File: src/rtl/lfdb_wr_channel_sched.sv
// Write-channel scheduler: round-robin grant against a shifting reservation calendar; req_rdy is same-cycle, grant registered +1.
// Requesters wait (req_rdy=0) until their delayed occupancy window is free; sched_en=0 stops new grants while reservations drain.
module lfdb_wr_channel_sched #(
  parameter int SRC_NUM    = 5,
  parameter int PLD_WIDTH  = 64,
  parameter int OCC_CYCLES = 4,
  parameter int D_WEST     = 2,
  parameter int D_EAST     = 3,
  parameter int D_SOUTH    = 6,
  parameter int D_NORTH    = 4,
  parameter int D_LF       = 8
) (
  input  logic                          clk,
  input  logic                          rst_n,
  input  logic                          sched_en,
  input  logic [SRC_NUM-1:0]            req_vld,
  input  logic [SRC_NUM*PLD_WIDTH-1:0]  req_pld,
  output logic [SRC_NUM-1:0]            req_rdy,
  output logic                          gnt_vld,
  output logic [2:0]                    gnt_src,
  output logic [PLD_WIDTH-1:0]          gnt_pld,
  output logic                          ch_busy,
  output logic [2:0]                    ch_src
);

  function automatic int dly(input int k);
    case (k)
      0:       return D_WEST;
      1:       return D_EAST;
      2:       return D_SOUTH;
      3:       return D_NORTH;
      default: return D_LF;
    endcase
  endfunction

  function automatic int max_dly();
    int m;
    m = 0;
    for (int k = 0; k < 5; k++)
      if (dly(k) > m) m = dly(k);
    return m;
  endfunction

  localparam int WIN = max_dly() + OCC_CYCLES;

  if (SRC_NUM < 1 || SRC_NUM > 5) begin : g_bad_src_num
    $error("SRC_NUM must be in 1..5");
  end
  for (genvar g = 0; g < SRC_NUM; g++) begin : g_chk_dly
    if (dly(g) < 1 || dly(g) + OCC_CYCLES > WIN) begin : g_bad_dly
      $error("source delay out of range");
    end
  end

  logic [WIN-1:0]       res, res_nxt;
  logic [WIN-1:0][2:0]  tag, tag_nxt;
  logic [2:0]           rr_ptr;
  logic [SRC_NUM-1:0]   elig;
  logic                 found;
  logic [2:0]           win;

  // Eligibility looks at the pre-shift calendar: slot D_k+j is the same absolute cycle the grant would occupy.
  always_comb begin
    for (int k = 0; k < SRC_NUM; k++) begin
      elig[k] = rst_n & sched_en & req_vld[k];
      for (int j = 0; j < OCC_CYCLES; j++)
        if (res[dly(k) + j]) elig[k] = 1'b0;
    end
  end

  always_comb begin
    int idx;
    found   = 1'b0;
    win     = 3'd0;
    req_rdy = '0;
    for (int off = 0; off < SRC_NUM; off++) begin
      idx = int'(rr_ptr) + off;
      if (idx >= SRC_NUM) idx = idx - SRC_NUM;
      if (!found && elig[idx]) begin
        found = 1'b1;
        win   = 3'(idx);
      end
    end
    for (int k = 0; k < SRC_NUM; k++)
      req_rdy[k] = found && (int'(win) == k);
  end

  // Next calendar is one cycle later, so the winner's window lands one slot lower than where it was checked.
  always_comb begin
    int lo;
    int hi;
    lo      = dly(int'(win)) - 1;
    hi      = lo + OCC_CYCLES - 1;
    res_nxt = {1'b0, res[WIN-1:1]};
    tag_nxt = {3'b000, tag[WIN-1:1]};
    if (found) begin
      for (int i = 0; i < WIN; i++) begin
        if (i >= lo && i <= hi) begin
          res_nxt[i] = 1'b1;
          tag_nxt[i] = win;
        end
      end
    end
  end

  always_ff @(posedge clk or negedge rst_n) begin
    if (!rst_n) begin
      res     <= '0;
      tag     <= '0;
      rr_ptr  <= 3'd0;
      gnt_vld <= 1'b0;
      gnt_src <= 3'd0;
      gnt_pld <= '0;
    end else begin
      res     <= res_nxt;
      tag     <= tag_nxt;
      gnt_vld <= found;
      if (found) begin
        gnt_src <= win;
        gnt_pld <= req_pld[int'(win)*PLD_WIDTH +: PLD_WIDTH];
        rr_ptr  <= (int'(win) == SRC_NUM - 1) ? 3'd0 : win + 3'd1;
      end
    end
  end

  assign ch_busy = res[0];
  assign ch_src  = res[0] ? tag[0] : 3'd0;

endmodule

File: config.mk
export PLATFORM = sky130hd
export DESIGN_NAME = lfdb_wr_channel_sched
export DESIGN_NICKNAME = d
export VERILOG_FILES = /design/src/rtl/lfdb_wr_channel_sched.sv
export SDC_FILE = /design/constraint.sdc
export NUM_CORES = 1
export LEC_CHECK = 0
export ABC_AREA = 1
export BUFFER_PORTS_ARGS = -buffer_cell sky130_fd_sc_hd__buf_2
export CAP_MARGIN = 30
export CORE_ASPECT_RATIO = 1.2
export CORE_MARGIN = 2
export CORE_UTILIZATION = 31
export CTS_CLUSTER_DIAMETER = 40
export DETAILED_ROUTE_END_ITERATION = 10
export GPL_ROUTABILITY_DRIVEN = 0
export PLACE_DENSITY_LB_ADDON = 0.08
export SLEW_MARGIN = 20
export SYNTH_ARGS = -nofsm -noshare
export SYNTH_HDL_FRONTEND = slang
export SYNTH_SLANG_ARGS = --single-unit
File: constraint.sdc
create_clock -name clk -period 14.2 [get_ports clk]
set_clock_uncertainty 0.2 [all_clocks]
set_input_delay 2.13 -clock clk [delete_from_list [all_inputs] [get_ports clk]]
set_output_delay 2.13 -clock clk [all_outputs]
set_load 0.05 [all_outputs]
==> results.json, run 1 <==
{
  "cp_num_buf_inv": 6,
  "grtUsageTotal": 0.258,
  "finalHoldViolCount": 0,
  "ys_ff_latch": 119,
  "drt_wl_total_um": 37300,
  "max_freq_mhz": 122,
  "synth_mux_area_frac": 0,
  "cp_max_fo": 74,
  "endpoint_kind": "primary output",
  "netlist_area_um2": 8360,
  "drt-initial-drc-count": 595,
  "synth_xor_area_frac": 0.00419,
  "setup-violations-final": 0,
  "fill_cells": 2855,
  "r2r_slack_ps": 7620,
  "path_clk_slew_ps": 60,
  "fin_nets": 1930,
  "crit_slowest_cell": "buf_4",
  "synth_cell_type_count": 44,
  "drive_gt1_frac": 0.331,
  "synthTopCellsByArea": "dfrtp_1 (36%), nand2_1 (13%), a21oi_1 (8.1%)",
  "synth_area_leader_cell": "dfrtp_1",
  "initial_core_util": 0.316,
  "postSynthCellCount": 1207,
  "design_area_um2": 11300,
  "synth_compound_area_frac": 0.224,
  "die_area_um2": 28300,
  "wl_per_cell_um": 19.3,
  "cp.arrival_ps": 5840,
  "path_delay_family": "buffers and inverters",
  "synth_edf_count": 0,
  "grt_start_max_net_pins": 75,
  "clk_path_buf_depth": 2,
  "root_buffer": "clkbuf_16",
  "h-tree-depth": 4,
  "synthAdderAreaFrac": 0.0374,
  "multiInputGateArea_um2": 4870,
  "viasPerCell": 5.08,
  "min_path_type": "reg2reg",
  "holdPathEnd": "tag[7]$_DFF_PN0_",
  "synth-simple-area-share": 0.311,
  "fin_util": 0.428,
  "io_buffers": 404,
  "yosysSeqAreaShare": 0.356,
  "place_hpwl_um": 27700,
  "antenna_found_initial": 16,
  "whs_path_depth": 2,
  "startpoint_type": "input pin",
  "tightest_slew_ps": 945,
  "final_max_slew_viol_count": 0,
  "clkLatencyLatePin_ps": 410,
  "core_area_um2": 26400,
  "numCtsBuffers": 17,
  "placed_area_um2": 10700,
  "synth_commonest_cells": "nand2_1 (300), nor2_1 (158), a21oi_1 (135)",
  "reg2reg_from": "rr_ptr[0]$_DFFE_PN0N_",
  "cts_hold_buf": 0,
  "period_share": 0.575,
  "fp.dieW_um": 154,
  "post_cts_buffers": 0,
  "synth_async_sr_flop_share": 1.00,
  "r2r-end": "tag[0]$_DFF_PN0_",
  "synth_flop_cell": "dfrtp_1",
  "cpMostUsedCell": "nand2_1",
  "drc_errors": 0,
  "synthMostInstantiatedCell": "nand2_1",
  "tritoncts": "built",
  "rsz0062_at_grt": "false",
  "path_cells": "buf_6 > nand2_1 > inv_1 > nand2_1 > nor2_1 > inv_2 > nor3_1 > nand2_1 > nand2_1 > nor2_8 > nand2_1 > nand3_1 > a21oi_4 > buf_4 > ha_1 > nand2_1 > inv_1 > buf_2",
  "area_growth_pct": 35.2,
  "max_cap_viol_count": 0,
  "ff_latch_area_um2": 2980,
  "drt.antenna.violating_nets": 0,
  "num_vias": 9829,
  "synth.top_cell.area_share": 0.356,
  "post_cts_resized": 0,
  "max_stage_delay_ps": 690,
  "io_pins": 405,
  "rr_worst_depth": 33,
  "setup_tns_ps": 0,
  "worstHoldStart": "tag[10]$_DFF_PN0_",
  "slew-limit-headroom": 0.370,
  "syn_area_per_cell_um2": 6.93,
  "grt_pass1_vias": 9464,
  "worstPathRequired_ps": 11870,
  "fin_crit_ps": 8170,
  "crit_type": "in2out",
  "die_h_um": 184,
  "clock_sinks": 119,
  "gr-total-overflow": 0,
  "drtPass1Iterations": 5,
  "status": "completed",
  "synth_warnings": 0,
  "synth_top_family_by_area": "simple AND/OR/NAND/NOR gates",
  "grt_pass1_wl_um": 56200,
  "fp-row-count": 65
}
==> routing by layer <==
layer	part of all wire	GRT usage	up-vias	wire, um
li1	-	-	4769	-
met3	0.071	0.0719	48	2660
met1	0.43	0.331	4670	15900
met2	0.48	0.426	332	18000
met5	0.0017	0	-	62
met4	0.020	0.0755	10	731
==> cell usage in the layout, fill, tap and decap left out, drive strengths merged, types with 2 or more instances in the layout <==
master	netlist	final
a22oi	29	29
nor2	170	170
bufinv	0	2
nand3	64	64
buf	14	415
a31oi	4	4
dfrtp	119	119
o211ai	36	36
o21ai	125	125
xnor2	2	2
inv	76	82
nand4	13	13
ha	25	25
diode	0	11
a21oi	136	136
nand2	326	326
nand3b	2	2
clkinv	2	6
clkbuf	53	18
or2	2	2
clkinvlp	0	2
xor2	2	2
conb	1	4
==> final cells by class <==
cell class | count | area share
Clock inverter | 14 | 0.0145
Clock buffer | 18 | 0.0388
Multi-Input combinational cell | 946 | 0.431
Antenna cell | 11 | 0.00243
Sequential cell | 119 | 0.263
Inverter | 78 | 0.0259
Timing Repair Buffer | 415 | 0.187
Tap cell | 335 | 0.0371
==> stage by stage <==
step                      worst slack (ps)  hold slack (ps)  cells
after floorplan                       7240              209   1210
after global placement                6010              221   1893
after detailed placement              5930              228   1893
after CTS                             5930              238   1925
after global routing                  5490              255   1930
final                                 6030              234   1936
==> worst max path at each step <==
stage,from,end,cells past startpoint
floorplan,rst_n,req_rdy[3],17
global placement,rst_n,req_rdy[3],18
detailed placement,rst_n,req_rdy[3],18
CTS,rst_n,req_rdy[3],18
global route,rst_n,req_rdy[3],18
finish,rst_n,req_rdy[3],18
==> worst register-to-register path, delay by kind of cell (launching register included) <==
family | cells | cell delay (ps)
simple gates | 19 | 1810
buf+inv | 6 | 1500
fa+ha+maj | 4 | 1430
flops | 1 | 750
compound gates | 3 | 520
xor+xnor | 1 | 270
==> sequential cells by signal (all words and copies together), names as in the netlist <==
signal and flops:
gnt_src 3, rr_ptr 3, res 12, gnt_vld 1, gnt_pld 64, tag 36
==> logic make-up after synthesis <==
group / count (synthesis)
AO/OA/AOI/OAI: 334
XOR/XNOR: 4
adder cells (fa/ha/maj): 25
buffers and inverters: 145
flip-flops: 119
other: 1
AND/OR/NAND/NOR: 579
Power of run 1 is left out: the tool's default activity adds up to more than one toggle a clock period on the data nets, which glitch-free logic cannot reach.
==> inputs of run 2 (changes only) <==
--- a/config.mk
+++ b/config.mk
@@ -5,7 +5,7 @@
 export SDC_FILE = /design/constraint.sdc
 export NUM_CORES = 1
 export LEC_CHECK = 0
-export ABC_AREA = 1
+export ABC_AREA = 0
 export BUFFER_PORTS_ARGS = -buffer_cell sky130_fd_sc_hd__buf_2
 export CAP_MARGIN = 30
 export CORE_ASPECT_RATIO = 1.2
==> constraint.sdc (replaced) <==
create_clock -name clk -period 7.3 [get_ports clk]
set_clock_uncertainty 0.2 [all_clocks]
set_input_delay 1.095 -clock clk [delete_from_list [all_inputs] [get_ports clk]]
set_output_delay 1.095 -clock clk [all_outputs]
set_load 0.05 [all_outputs]
==> run 2 against run 1 <==
Net effect:
- via count is 6.9% lower
- synthesized cell count is 13% lower
- global-route usage is 2.8 points lower
- first-iteration DRC count is 26% lower
- cell count is 8.9% lower
- die area is 1.9% higher
- register-to-register slack worse by 7000 ps
- routed wire length is 8.3% lower
- count of clock-buffer cells in the layout is 1 lower
- hold slack better by 2.7 ps
- critical path type is now reg2reg
- critical endpoint is now tag[2]$_DFF_PN0_
==> results.json, run 2 <==
{
  "largestRegisters": "gnt_pld (64), tag (36), res (12)",
  "clock_sinks": 119,
  "grtUsageTotal": 0.231,
  "synth_cell_type_count": 78,
  "synthMostInstantiatedCell": "nand2_1",
  "clkLatencyLatePin_ps": 410,
  "synth_area_leader_cell": "dfrtp_1",
  "top_register": "gnt_pld",
  "gr-total-overflow": 0,
  "slew-limit-headroom": 0.416,
  "min_path_type": "reg2reg",
  "setup_tns_ps": 0,
  "cp_max_fo": 56,
  "yosysSeqAreaShare": 0.349,
  "synth_flop_cell": "dfrtp_1",
  "antenna_found_initial": 16,
  "largest_reg_flops": 64,
  "fin_crit_ps": 6690,
  "layout_common_cells": "buf_2 (403), nand2_1 (232), dfrtp_1 (119)",
  "reg2reg_from": "rr_ptr[1]$_DFFE_PN0N_",
  "design_area_um2": 11500,
  "fill_cells": 2842,
  "netlist_area_um2": 8530,
  "numCtsBuffers": 17,
  "rsz0062_at_grt": "false",
  "synth.top_cell.area_share": 0.349,
  "synth_async_sr_flop_share": 1.00,
  "die_h_um": 186,
  "worstPathRequired_ps": 7390,
  "area_growth_pct": 34.6,
  "io_buffers": 404,
  "r2r-end": "tag[2]$_DFF_PN0_",
  "wl_per_cell_um": 19.4,
  "grt_start_max_net_pins": 85,
  "max_cap_viol_count": 0,
  "cp.arrival_ps": 6790,
  "rr_worst_depth": 24,
  "synthTopCellsByArea": "dfrtp_1 (35%), nand2_1 (10%), a311oi_1 (6.6%)",
  "io_pins": 405,
  "whs_path_depth": 1,
  "postSynthCellCount": 1045,
  "synth_edf_count": 0,
  "core_area_um2": 27100,
  "die_area_um2": 28900,
  "root_buffer": "clkbuf_16",
  "num_vias": 9149,
  "initial_core_util": 0.315,
  "viasPerCell": 5.19,
  "tightest_slew_ps": 876,
  "tritoncts": "built",
  "drc_errors": 0,
  "status": "completed",
  "grt_pass1_vias": 8838,
  "r2r_slack_ps": 610,
  "drt-initial-drc-count": 441,
  "drt_wl_total_um": 34200,
  "final_max_slew_viol_count": 0,
  "fin_util": 0.424,
  "crit_type": "reg2reg",
  "max_freq_mhz": 149,
  "layout_commonest_cell": "buf_2",
  "clk_path_buf_depth": 2,
  "fp-row-count": 66,
  "finalHoldViolCount": 0,
  "drive_gt1_frac": 0.356,
  "synth_warnings": 0,
  "syn_area_per_cell_um2": 8.16,
  "drt.antenna.violating_nets": 0,
  "path_clk_slew_ps": 60,
  "worstHoldStart": "res[1]$_DFF_PN0_",
  "grt_pass1_wl_um": 51400,
  "startpoint_type": "flip-flop",
  "place_hpwl_um": 26100,
  "placed_area_um2": 10800,
  "period_share": 0.917,
  "endpoint_kind": "flip-flop",
  "h-tree-depth": 4,
  "whs_ps": 237,
  "fp.dieW_um": 155,
  "setup-violations-final": 0,
  "synth_commonest_cells": "nand2_1 (232), dfrtp_1 (119), o21ai_0 (81)",
  "cts_hold_buf": 0,
  "drtPass1Iterations": 7,
  "holdPathEnd": "res[0]$_DFF_PN0_",
  "ys_ff_latch": 119,
  "fin_nets": 1754
}
run 2: changes by cell type after synthesis, sizes merged, moves of 33 or more:
| cell | before | now |
|---|---|---|
| nor2 | 170 | 28 |
| inv | 76 | 22 |
| a211oi | 1 | 70 |
| o21ai | 125 | 83 |
| nand3 | 64 | 7 |
| nand2 | 326 | 232 |
| a21oi | 136 | 82 |
| and2 | 0 | 74 |
| a311oi | 0 | 64 |
| o211ai | 36 | 3 |
run 2: layout make-up:
type                    count  area [um^2]  area share
well taps                 340          425      0.0371
diodes                     10         25.0     0.00218
flip-flops and latches    119         2980       0.259
inverters                  22         85.1     0.00741
repair buffers            420         2160       0.189
multi-input cells         821         5130       0.447
clock buffers              17          425      0.0371
clock inverters            15          240      0.0209
run 2: critical path, stage by stage (launching register included):
cell and delay (ps):
dfrtp_1 490, inv_1 320, ha_1 210, inv_1 40, ha_1 390, a211o_1 310, a211oi_2 360, mux2_1 370
o211ai_2 200, o41a_2 230, nand2_1 100, and3_4 220, a22o_4 270, inv_4 50, buf_6 360, a21o_4 250
ha_1 160, inv_1 60, o311ai_1 410, o311ai_4 230, nor3_1 240, ha_1 280, xnor2_1 160, o221ai_2 290
mux2_1 360
run 2: routing by layer:
| layer | routed length, um | GRT usage | up-vias |
|---|---|---|---|
| li1 | - | - | 4479 |
| met1 | 13900 | 0.292 | 4253 |
| met2 | 16900 | 0.389 | 352 |
| met3 | 2610 | 0.0601 | 53 |
| met4 | 765 | 0.0646 | 12 |
| met5 | 69 | 0 | - |
run 2: worst max-delay path by stage:
stage / slack (ps) / from / depth (start not counted) / to
after detailed placement: 440 / rr_ptr[1]$_DFFE_PN0N_ / 24 / tag[2]$_DFF_PN0_
after floorplan: 340 / rr_ptr[0]$_DFFE_PN0N_ / 29 / tag[2]$_DFF_PN0_
final: 610 / rr_ptr[1]$_DFFE_PN0N_ / 24 / tag[2]$_DFF_PN0_
after global placement: 650 / rr_ptr[1]$_DFFE_PN0N_ / 24 / tag[2]$_DFF_PN0_
after global routing: 140 / rr_ptr[1]$_DFFE_PN0N_ / 24 / tag[2]$_DFF_PN0_
after CTS: 410 / rr_ptr[1]$_DFFE_PN0N_ / 24 / tag[2]$_DFF_PN0_
run 2: metrics by stage:
step | instances | setup WS, ps
after floorplan | 1048 | 336
after global placement | 1721 | 651
after detailed placement | 1721 | 438
after CTS | 1753 | 408
after global routing | 1760 | 140
final | 1764 | 606
run 2: logic make-up (layout without fill, tap and decap cells):
kind of cell,after synthesis,after routing,share of synthesized area
multiplexers,33,33,0.0446
AND/OR/NAND/NOR,411,411,0.229
flip-flops,119,119,0.349
XOR/XNOR,7,7,0.00807
other,1,14,0.000440
buffers and inverters,108,474,0.0514
adder cells (fa/ha/maj),25,25,0.0367
AO/OA/AOI/OAI,341,341,0.280
run 2: what timing repair did:
item | 4_1_cts | 5_1_grt
buffers inserted | 0 | 0
setup endpoints to repair | 0 | 3
resized for setup | 0 | 1
Power of run 2 is left out for the same reason.
